===== src/rtl/store_queue_nway_pkg.sv =====
// Shared store-queue definitions: entry states, entry payload, index type
// and default sizing. XLEN fixes the width of the entry payload.
package store_queue_nway_pkg;

    localparam int unsigned SQ_SZ_DEF = 8;
    localparam int unsigned XLEN      = 32;
    localparam int unsigned SQ_IDX_W  = $clog2(SQ_SZ_DEF);

    typedef enum logic [1:0] {
        SQ_EMPTY  = 2'd0,
        SQ_ALLOC  = 2'd1,
        SQ_READY  = 2'd2,
        SQ_COMMIT = 2'd3
    } sq_state_e;

    typedef logic [SQ_IDX_W-1:0] sq_idx_t;

    typedef struct packed {
        sq_state_e         state;
        logic [XLEN-1:0]   addr;
        logic [XLEN-1:0]   data;
    } sq_entry_t;

    // Address and data are valid once the store has executed.
    function automatic logic is_resolved(input sq_state_e s);
        return (s == SQ_READY) || (s == SQ_COMMIT);
    endfunction

endpackage


===== src/rtl/store_queue_nway_age_select.sv =====
// sq_age_select: scans the older-store window [head, ld_tail) oldest to
// youngest and reports the youngest matching entry (one-hot), whether any
// unresolved entry is younger than it, and whether any unresolved entry
// exists in the window at all.
//   match_vec / unres_vec : per-entry address match / unresolved flags
//   head, ld_tail         : window bounds (ld_tail exclusive)
//   hit_oh_c, hit_c       : youngest match
//   unres_younger_c       : unresolved entry younger than the youngest match
//   unres_any_c           : any unresolved entry in the window
module sq_age_select #(
    parameter  int unsigned SQ_SZ = 8,
    localparam int unsigned IDX_W = $clog2(SQ_SZ)
) (
    input  logic [SQ_SZ-1:0] match_vec,
    input  logic [SQ_SZ-1:0] unres_vec,
    input  logic [IDX_W-1:0] head,
    input  logic [IDX_W-1:0] ld_tail,
    output logic [SQ_SZ-1:0] hit_oh_c,
    output logic             hit_c,
    output logic             unres_younger_c,
    output logic             unres_any_c
);

    logic [IDX_W-1:0] span;
    logic [IDX_W-1:0] idx;

    // Walking by age offset from head keeps the scan wrap-safe.
    always_comb begin
        hit_oh_c        = '0;
        hit_c           = 1'b0;
        unres_younger_c = 1'b0;
        unres_any_c     = 1'b0;
        idx             = '0;
        span            = ld_tail - head;
        for (int k = 0; k < SQ_SZ; k++) begin
            idx = head + IDX_W'(k);
            if (IDX_W'(k) < span) begin
                if (match_vec[idx]) begin
                    hit_oh_c        = '0;
                    hit_oh_c[idx]   = 1'b1;
                    hit_c           = 1'b1;
                    unres_younger_c = 1'b0;
                end else if (unres_vec[idx]) begin
                    unres_any_c     = 1'b1;
                    unres_younger_c = 1'b1;
                end
            end
        end
    end

endmodule


===== src/rtl/store_queue_nway.sv =====
// store_queue_nway: circular store queue. Allocates at dispatch, captures
// address/data at execute, forwards to younger loads, commits at retire and
// drains committed stores to the D-cache one per cycle. A mispredict restore
// rolls the tail back and squashes uncommitted entries.
// Ports: dispatch (disp_count, sq_spots, sq_tail), execute (ex_*), load
// lookup (ld_*), retire (ret_count), drain (mem_req_*), restore (restore_*).
// Optional build macro SQ_LD_SPEC_EN: loads ignore unresolved older stores,
// ld_stall is held 0 and an extra ld_spec output flags that an unresolved
// older store existed.
module store_queue_nway
    import store_queue_nway_pkg::*;
#(
    parameter  int unsigned SQ_SZ   = SQ_SZ_DEF,
    parameter  int unsigned DISP_W  = 2,
    parameter  int unsigned RET_W   = 2,
    localparam int unsigned IDX_W   = $clog2(SQ_SZ),
    localparam int unsigned CNT_W   = $clog2(SQ_SZ + 1),
    localparam int unsigned DISP_CW = $clog2(DISP_W + 1),
    localparam int unsigned RET_CW  = $clog2(RET_W + 1)
) (
    input  logic               clock,
    input  logic               reset,
    input  logic [DISP_CW-1:0] disp_count,
    output logic [DISP_CW-1:0] sq_spots,
    output logic [IDX_W-1:0]   sq_tail,
    input  logic               ex_valid,
    input  logic [IDX_W-1:0]   ex_idx,
    input  logic [XLEN-1:0]    ex_addr,
    input  logic [XLEN-1:0]    ex_data,
    input  logic               ld_valid,
    input  logic [XLEN-1:0]    ld_addr,
    input  logic [IDX_W-1:0]   ld_tail,
    output logic               ld_hit,
    output logic [XLEN-1:0]    ld_data,
    output logic               ld_stall,
    input  logic [RET_CW-1:0]  ret_count,
    output logic               mem_req_valid,
    output logic [XLEN-1:0]    mem_req_addr,
    output logic [XLEN-1:0]    mem_req_data,
    input  logic               mem_req_ack,
    input  logic               restore_valid,
    input  logic [IDX_W-1:0]   restore_tail
`ifdef SQ_LD_SPEC_EN
    ,
    output logic               ld_spec
`endif
);

    localparam logic [CNT_W-1:0] SQ_SZ_C  = CNT_W'(SQ_SZ);
    localparam logic [CNT_W-1:0] DISP_W_C = CNT_W'(DISP_W);

    sq_entry_t        q   [SQ_SZ];
    sq_entry_t        q_n [SQ_SZ];
    logic [IDX_W-1:0] head, head_n, tail, tail_n, commit_ptr, commit_n;
    logic [CNT_W-1:0] count, count_n, free_cnt;
    logic [IDX_W-1:0] slot, squash_len, squash_off, restore_span;
    logic             drain;

    // Next-state for entries and pointers.
    always_comb begin
        q_n          = q;
        head_n       = head;
        tail_n       = tail;
        commit_n     = commit_ptr;
        count_n      = count;
        slot         = '0;
        squash_len   = '0;
        squash_off   = '0;
        restore_span = '0;
        drain        = mem_req_valid && mem_req_ack;

        if (ex_valid && (q[ex_idx].state == SQ_ALLOC)) begin
            q_n[ex_idx].state = SQ_READY;
            q_n[ex_idx].addr  = ex_addr;
            q_n[ex_idx].data  = ex_data;
        end

        for (int i = 0; i < RET_W; i++) begin
            if (RET_CW'(i) < ret_count) begin
                slot = commit_ptr + IDX_W'(i);
                q_n[slot].state = SQ_COMMIT;
            end
        end
        commit_n = commit_ptr + IDX_W'(ret_count);

        if (drain) begin
            q_n[head].state = SQ_EMPTY;
            head_n = head + IDX_W'(1);
        end

        if (restore_valid) begin
            // Restore wins over dispatch; squash [restore_tail, old tail).
            tail_n     = restore_tail;
            squash_len = tail - restore_tail;
            for (int i = 0; i < SQ_SZ; i++) begin
                squash_off = IDX_W'(i) - restore_tail;
                if (squash_off < squash_len) begin
                    q_n[i].state = SQ_EMPTY;
                end
            end
            restore_span = restore_tail - head_n;
            if (restore_tail == head_n) begin
                // Equal pointers are ambiguous: full only if nothing left.
                count_n = ((count == SQ_SZ_C) && !drain) ? SQ_SZ_C : '0;
            end else begin
                count_n = CNT_W'(restore_span);
            end
        end else begin
            for (int i = 0; i < DISP_W; i++) begin
                if (DISP_CW'(i) < disp_count) begin
                    slot = tail + IDX_W'(i);
                    q_n[slot].state = SQ_ALLOC;
                end
            end
            tail_n  = tail + IDX_W'(disp_count);
            count_n = count + CNT_W'(disp_count) - CNT_W'(drain);
        end
    end

    // State registers.
    always_ff @(posedge clock) begin
        if (reset) begin
            for (int i = 0; i < SQ_SZ; i++) begin
                q[i].state <= SQ_EMPTY;
                q[i].addr  <= '0;
                q[i].data  <= '0;
            end
            head       <= '0;
            tail       <= '0;
            commit_ptr <= '0;
            count      <= '0;
        end else begin
            q          <= q_n;
            head       <= head_n;
            tail       <= tail_n;
            commit_ptr <= commit_n;
            count      <= count_n;
        end
    end

    // Retiring a store that has not executed is a protocol error.
    always_ff @(posedge clock) begin
        if (!reset) begin
            for (int i = 0; i < RET_W; i++) begin
                if (RET_CW'(i) < ret_count) begin
                    assert (q[commit_ptr + IDX_W'(i)].state == SQ_READY)
                    else $error("store_queue_nway: retire of entry %0d which is not READY",
                                commit_ptr + IDX_W'(i));
                end
            end
        end
    end

    // Dispatch credit from the registered count only.
    assign free_cnt = SQ_SZ_C - count;
    assign sq_spots = (free_cnt > DISP_W_C) ? DISP_CW'(DISP_W) : DISP_CW'(free_cnt);
    assign sq_tail  = tail;

    assign mem_req_valid = (q[head].state == SQ_COMMIT);
    assign mem_req_addr  = q[head].addr;
    assign mem_req_data  = q[head].data;

    // Load forwarding.
    logic [SQ_SZ-1:0] match_vec, unres_vec, hit_oh;
    logic             hit_any, unres_younger, unres_any;
    logic [XLEN-1:0]  fwd_data;

    always_comb begin
        match_vec = '0;
        unres_vec = '0;
        fwd_data  = '0;
        for (int i = 0; i < SQ_SZ; i++) begin
            match_vec[i] = is_resolved(q[i].state) && (q[i].addr == ld_addr);
            unres_vec[i] = (q[i].state == SQ_ALLOC);
            if (hit_oh[i]) begin
                fwd_data = fwd_data | q[i].data;
            end
        end
    end

    sq_age_select #(.SQ_SZ(SQ_SZ)) u_age_select (
        .match_vec       (match_vec),
        .unres_vec       (unres_vec),
        .head            (head),
        .ld_tail         (ld_tail),
        .hit_oh_c        (hit_oh),
        .hit_c           (hit_any),
        .unres_younger_c (unres_younger),
        .unres_any_c     (unres_any)
    );

`ifdef SQ_LD_SPEC_EN
    assign ld_stall = 1'b0;
    assign ld_hit   = ld_valid && hit_any;
    assign ld_spec  = ld_valid && unres_any;
`else
    assign ld_stall = ld_valid && (hit_any ? unres_younger : unres_any);
    assign ld_hit   = ld_valid && hit_any && !ld_stall;
`endif
    assign ld_data  = ld_hit ? fwd_data : '0;

endmodule


===== config.mk =====
export PLATFORM = sky130hd
export DESIGN_NAME = store_queue_nway
export DESIGN_NICKNAME = d
export VERILOG_FILES = /design/src/rtl/store_queue_nway_pkg.sv /design/src/rtl/store_queue_nway_age_select.sv /design/src/rtl/store_queue_nway.sv
export SDC_FILE = /design/constraint.sdc
export NUM_CORES = 2
export LEC_CHECK = 0
export ABC_AREA = 1
export CORE_MARGIN = 1.5
export CORE_UTILIZATION = 30
export DETAILED_ROUTE_END_ITERATION = 12
export PLACE_DENSITY = 0.57
export REMOVE_ABC_BUFFERS = 1
export SLEW_MARGIN = 5
export SYNTH_ARGS = -nofsm -noshare
export SYNTH_HDL_FRONTEND = slang
export SYNTH_SLANG_ARGS = --single-unit

===== constraint.sdc =====
create_clock -name clock -period 4.69 [get_ports clock]
set_input_delay 1.1725 -clock clock [delete_from_list [all_inputs] [get_ports clock]]
set_output_delay 1.1725 -clock clock [all_outputs]
set_load 0.03 [all_outputs]

==> results.json <==
{
  "die_w_um": 340,
  "ys_ff_latch": 541,
  "viasPerCell": 5.41,
  "path_max_fanout": 8,
  "finalHoldViolCount": 0,
  "top_layer": "met5",
  "cts-root-buf": "clkbuf_16",
  "hpwl_um": 139000,
  "synth_area_per_cell_um2": 6.06,
  "clk-insertion-delay-late_ps": 680,
  "path_clk_slew_ps": 60,
  "initial_utilization_pct": 30.2,
  "ys_warn_count": 0,
  "final.setup_skew_ps": 29.1,
  "hp-class": "flip-flop to flip-flop",
  "violations": "negative setup slack",
  "end_kind": "output port",
  "period_share_pct": 119,
  "grt_usage_pct": 32.2,
  "wl_um": 195000,
  "hold_path_depth": 2,
  "die_y_um": 340,
  "total_leakage_power_nw": 22.2,
  "antenna_found_initial": 6,
  "htreeDepth": 3,
  "final-setup-viol-count": 34,
  "slew_violations": 0,
  "wl_met3_um": 15900,
  "grt_pass1_wl_um": 278000,
  "powerDensity_nw_per_um2": 393,
  "synth_cells": 5603,
  "timing.final.crit_period_ps": 5590,
  "drc": 0,
  "rr_worst_depth": 18,
  "synth_edf_count": 0,
  "ys_types": 52,
  "syn_area_um2": 34000,
  "grt_max_degree": 102,
  "async_reset_ff_share_pct": 0,
  "tightest_slew_ps": 908,
  "numCtsBuffers": 70,
  "hold_buffers": 0,
  "vias": 43700,
  "clock_sinks": 541,
  "io_pins": 219,
  "grt_pass1_vias": 40300,
  "place_congestion": 1.13,
  "area_delta_synth_final_pct": 50.0,
  "drtIter0Drc": 4930,
  "slew_headroom_pct": 39.5,
  "timing.fmax_mhz": 179,
  "cp.arrival_ps": 4420,
  "die-area_um2": 115000,
  "r2r-start": "head[0]",
  "final_antenna_net_count": 0,
  "drv_cap": 0,
  "wl_met1_um": 79400,
  "drt_first_pass_iters": 6,
  "r2r_setup_slack_ps": 1030,
  "rsz0062_at_grt": "true",
  "finalSetupTns_ps": -28210,
  "rr_endpoint": "count[1]",
  "nets": 6674,
  "drive_gt1_share_pct": 29.3,
  "cts_tree": "built",
  "wl_per_cell_um": 24.2,
  "status": "complete, but fails checks",
  "crit_type": "primary input to output port",
  "fp-row-count": 123,
  "io_buffers": 218,
  "nFillCells": 11700,
  "ir_worst_vdd_mv": 0.609,
  "postLayoutSetupSlackWorst_ps": -901,
  "hold_ws_ps": 490,
  "startpoint_type": "primary input",
  "coreArea_um2": 112000,
  "grt.overflow.total": 0,
  "met2WireLength_um": 88000,
  "cp.required_ps": 3520,
  "ys_seq_area_share_pct": 31.9,
  "synth_flop_cell": "dfxtp_1",
  "clock_path_buffers": 3
}
## through the flow
step	std cells	instance area, µm²	total power, W	setup WS (ps)	util, %
2_1_floorplan	5193	32100	0.00914	-11080	-
3_3_place_gp	7863	43900	0.0129	-2030	39.1
3_5_place_dp	7863	43900	0.0129	-2000	39.1
4_1_cts	8047	48900	0.0193	-870	43.5
5_1_grt	8074	50900	0.0208	-1020	45.3
6_report	8078	51000	0.0200	-901	45.4
## area by class of cell
class	count	area (µm²)	area share (%)
Sequential cell	541	10800	21.3
Multi-Input combinational cell	4246	22700	44.5
Antenna cell	5	12.5	0.0246
Timing Repair inverter	1	7.51	0.0147
Clock inverter	21	333	0.653
Tap cell	1500	1880	3.68
Inverter	409	1620	3.18
Timing Repair Buffer	1249	11500	22.6
Clock buffer	106	2090	4.10
## worst max-delay path, cell delays in order
cell     delay, ps
buf_6          110
buf_8          130
nand2_4         70
buf_6           90
nand4_1        300
nor4_1         360
buf_4          190
nand4_1        130
nand2_1        120
nand2_2         80
nand2_2         60
nand2_2         60
nand2_2         80
nand2_4         70
nor2_4         160
buf_12         180
a21oi_4         80
nand2_8        150
buf_12         160
nand3_2         60
nand2_1         60
nor2_1          50
a21oi_2        280
buf_6          180
## cells in the mapped netlist (all sizes together), types with 2 or more instances
cell type | count | area, µm²
o31ai | 2 | 15.0
a211oi | 3 | 22.5
nand4 | 96 | 601
o221ai | 3 | 26.3
ha | 35 | 438
clkinv | 4 | 15.0
nor3b | 9 | 67.6
xor2 | 23 | 201
a31oi | 66 | 413
o2111ai | 7 | 61.3
fa | 6 | 120
o211ai | 8 | 65.1
nand3b | 7 | 52.6
a221oi | 25 | 219
a21oi | 364 | 1870
a22o | 2 | 17.5
a21o | 2 | 15.0
nor3 | 44 | 225
buf | 135 | 833
nor4 | 12 | 75.1
nand2 | 1051 | 4020
clkbuf | 275 | 1040
o21bai | 5 | 37.5
o21ai | 828 | 4150
dfxtp | 541 | 10800
inv | 405 | 1520
o22ai | 58 | 363
nor2 | 1184 | 4470
xnor2 | 34 | 298
nand3 | 351 | 1760
or2 | 14 | 87.6
## cells by family after synthesis
logic type | Yosys count | share of synthesized area, %
buffers and inverters | 819 | 10.0
and+or+nand+nor | 2769 | 33.5
AOI/OAI and AO/OA | 1376 | 21.5
DFF | 541 | 31.9
adders and majority gates | 41 | 1.64
xor gates and xnor gates | 57 | 1.47
## placed cells by master (no fill, tap or decap), types with 13 or more instances in the layout
cell | Yosys | layout
inv_4 | 1 | 14
o21ai_0 | 816 | 796
nor3_1 | 43 | 28
clkdlybuf4s50_1 | 0 | 105
clkbuf_16 | 0 | 73
clkbuf_8 | 0 | 19
nand3_2 | 0 | 59
o21ai_2 | 1 | 17
nand2_2 | 19 | 206
inv_1 | 389 | 362
xnor2_2 | 0 | 17
nand3_1 | 351 | 280
a221oi_1 | 25 | 25
o22ai_1 | 58 | 57
nand2_4 | 4 | 63
a21oi_4 | 0 | 18
buf_12 | 0 | 87
clkbuf_1 | 274 | 17
nor2_4 | 2 | 51
ha_1 | 35 | 35
nand4_1 | 96 | 96
nor3_2 | 1 | 14
a31oi_1 | 66 | 65
buf_4 | 21 | 899
xor2_1 | 23 | 16
a21oi_1 | 350 | 320
dfxtp_1 | 541 | 539
nor2_2 | 6 | 87
buf_8 | 2 | 18
buf_6 | 24 | 116
inv_2 | 15 | 20
o21ai_1 | 11 | 13
nor2_1 | 1176 | 1046
a21oi_2 | 14 | 26
xnor2_1 | 34 | 15
nand2_1 | 1028 | 773
## per-layer routing
layer  vias to the layer above  track usage (%)
li1                      20200                -
met4                         2             16.7
met1                     20700             41.6
met5                         -                0
met3                       497             4.89
met2                      2302             52.0
## where the power goes
| part | switching, W | leakage, nW | internal (W) |
|---|---|---|---|
| sequential | 0.0000930 | 4.37 | 0.00471 |
| clock | 0.00240 | 1.18 | 0.00334 |
| combinational | 0.00597 | 16.6 | 0.00350 |
| total | 0.00847 | 22.2 | 0.0115 |
## worst max path at each step
stage                      startpoint           to  cells past startpoint
after global routing      ld_addr[17]  ld_data[25]                     32
after detailed placement  ld_addr[17]  ld_data[24]                     27
after CTS                 ld_addr[28]  ld_data[26]                     27
final                     ld_addr[29]  ld_data[25]                     24
after floorplan               head[0]   ld_data[0]                     17
after global placement     ld_addr[9]  ld_data[24]                     26
## repair_timing
item	4_1_cts	5_1_grt
pin swaps	207	212
setup endpoints to repair	63	52
gates cloned	13	2
buffers inserted	50	30
resized for setup	721	473
(Power assumes the default switching activity.)
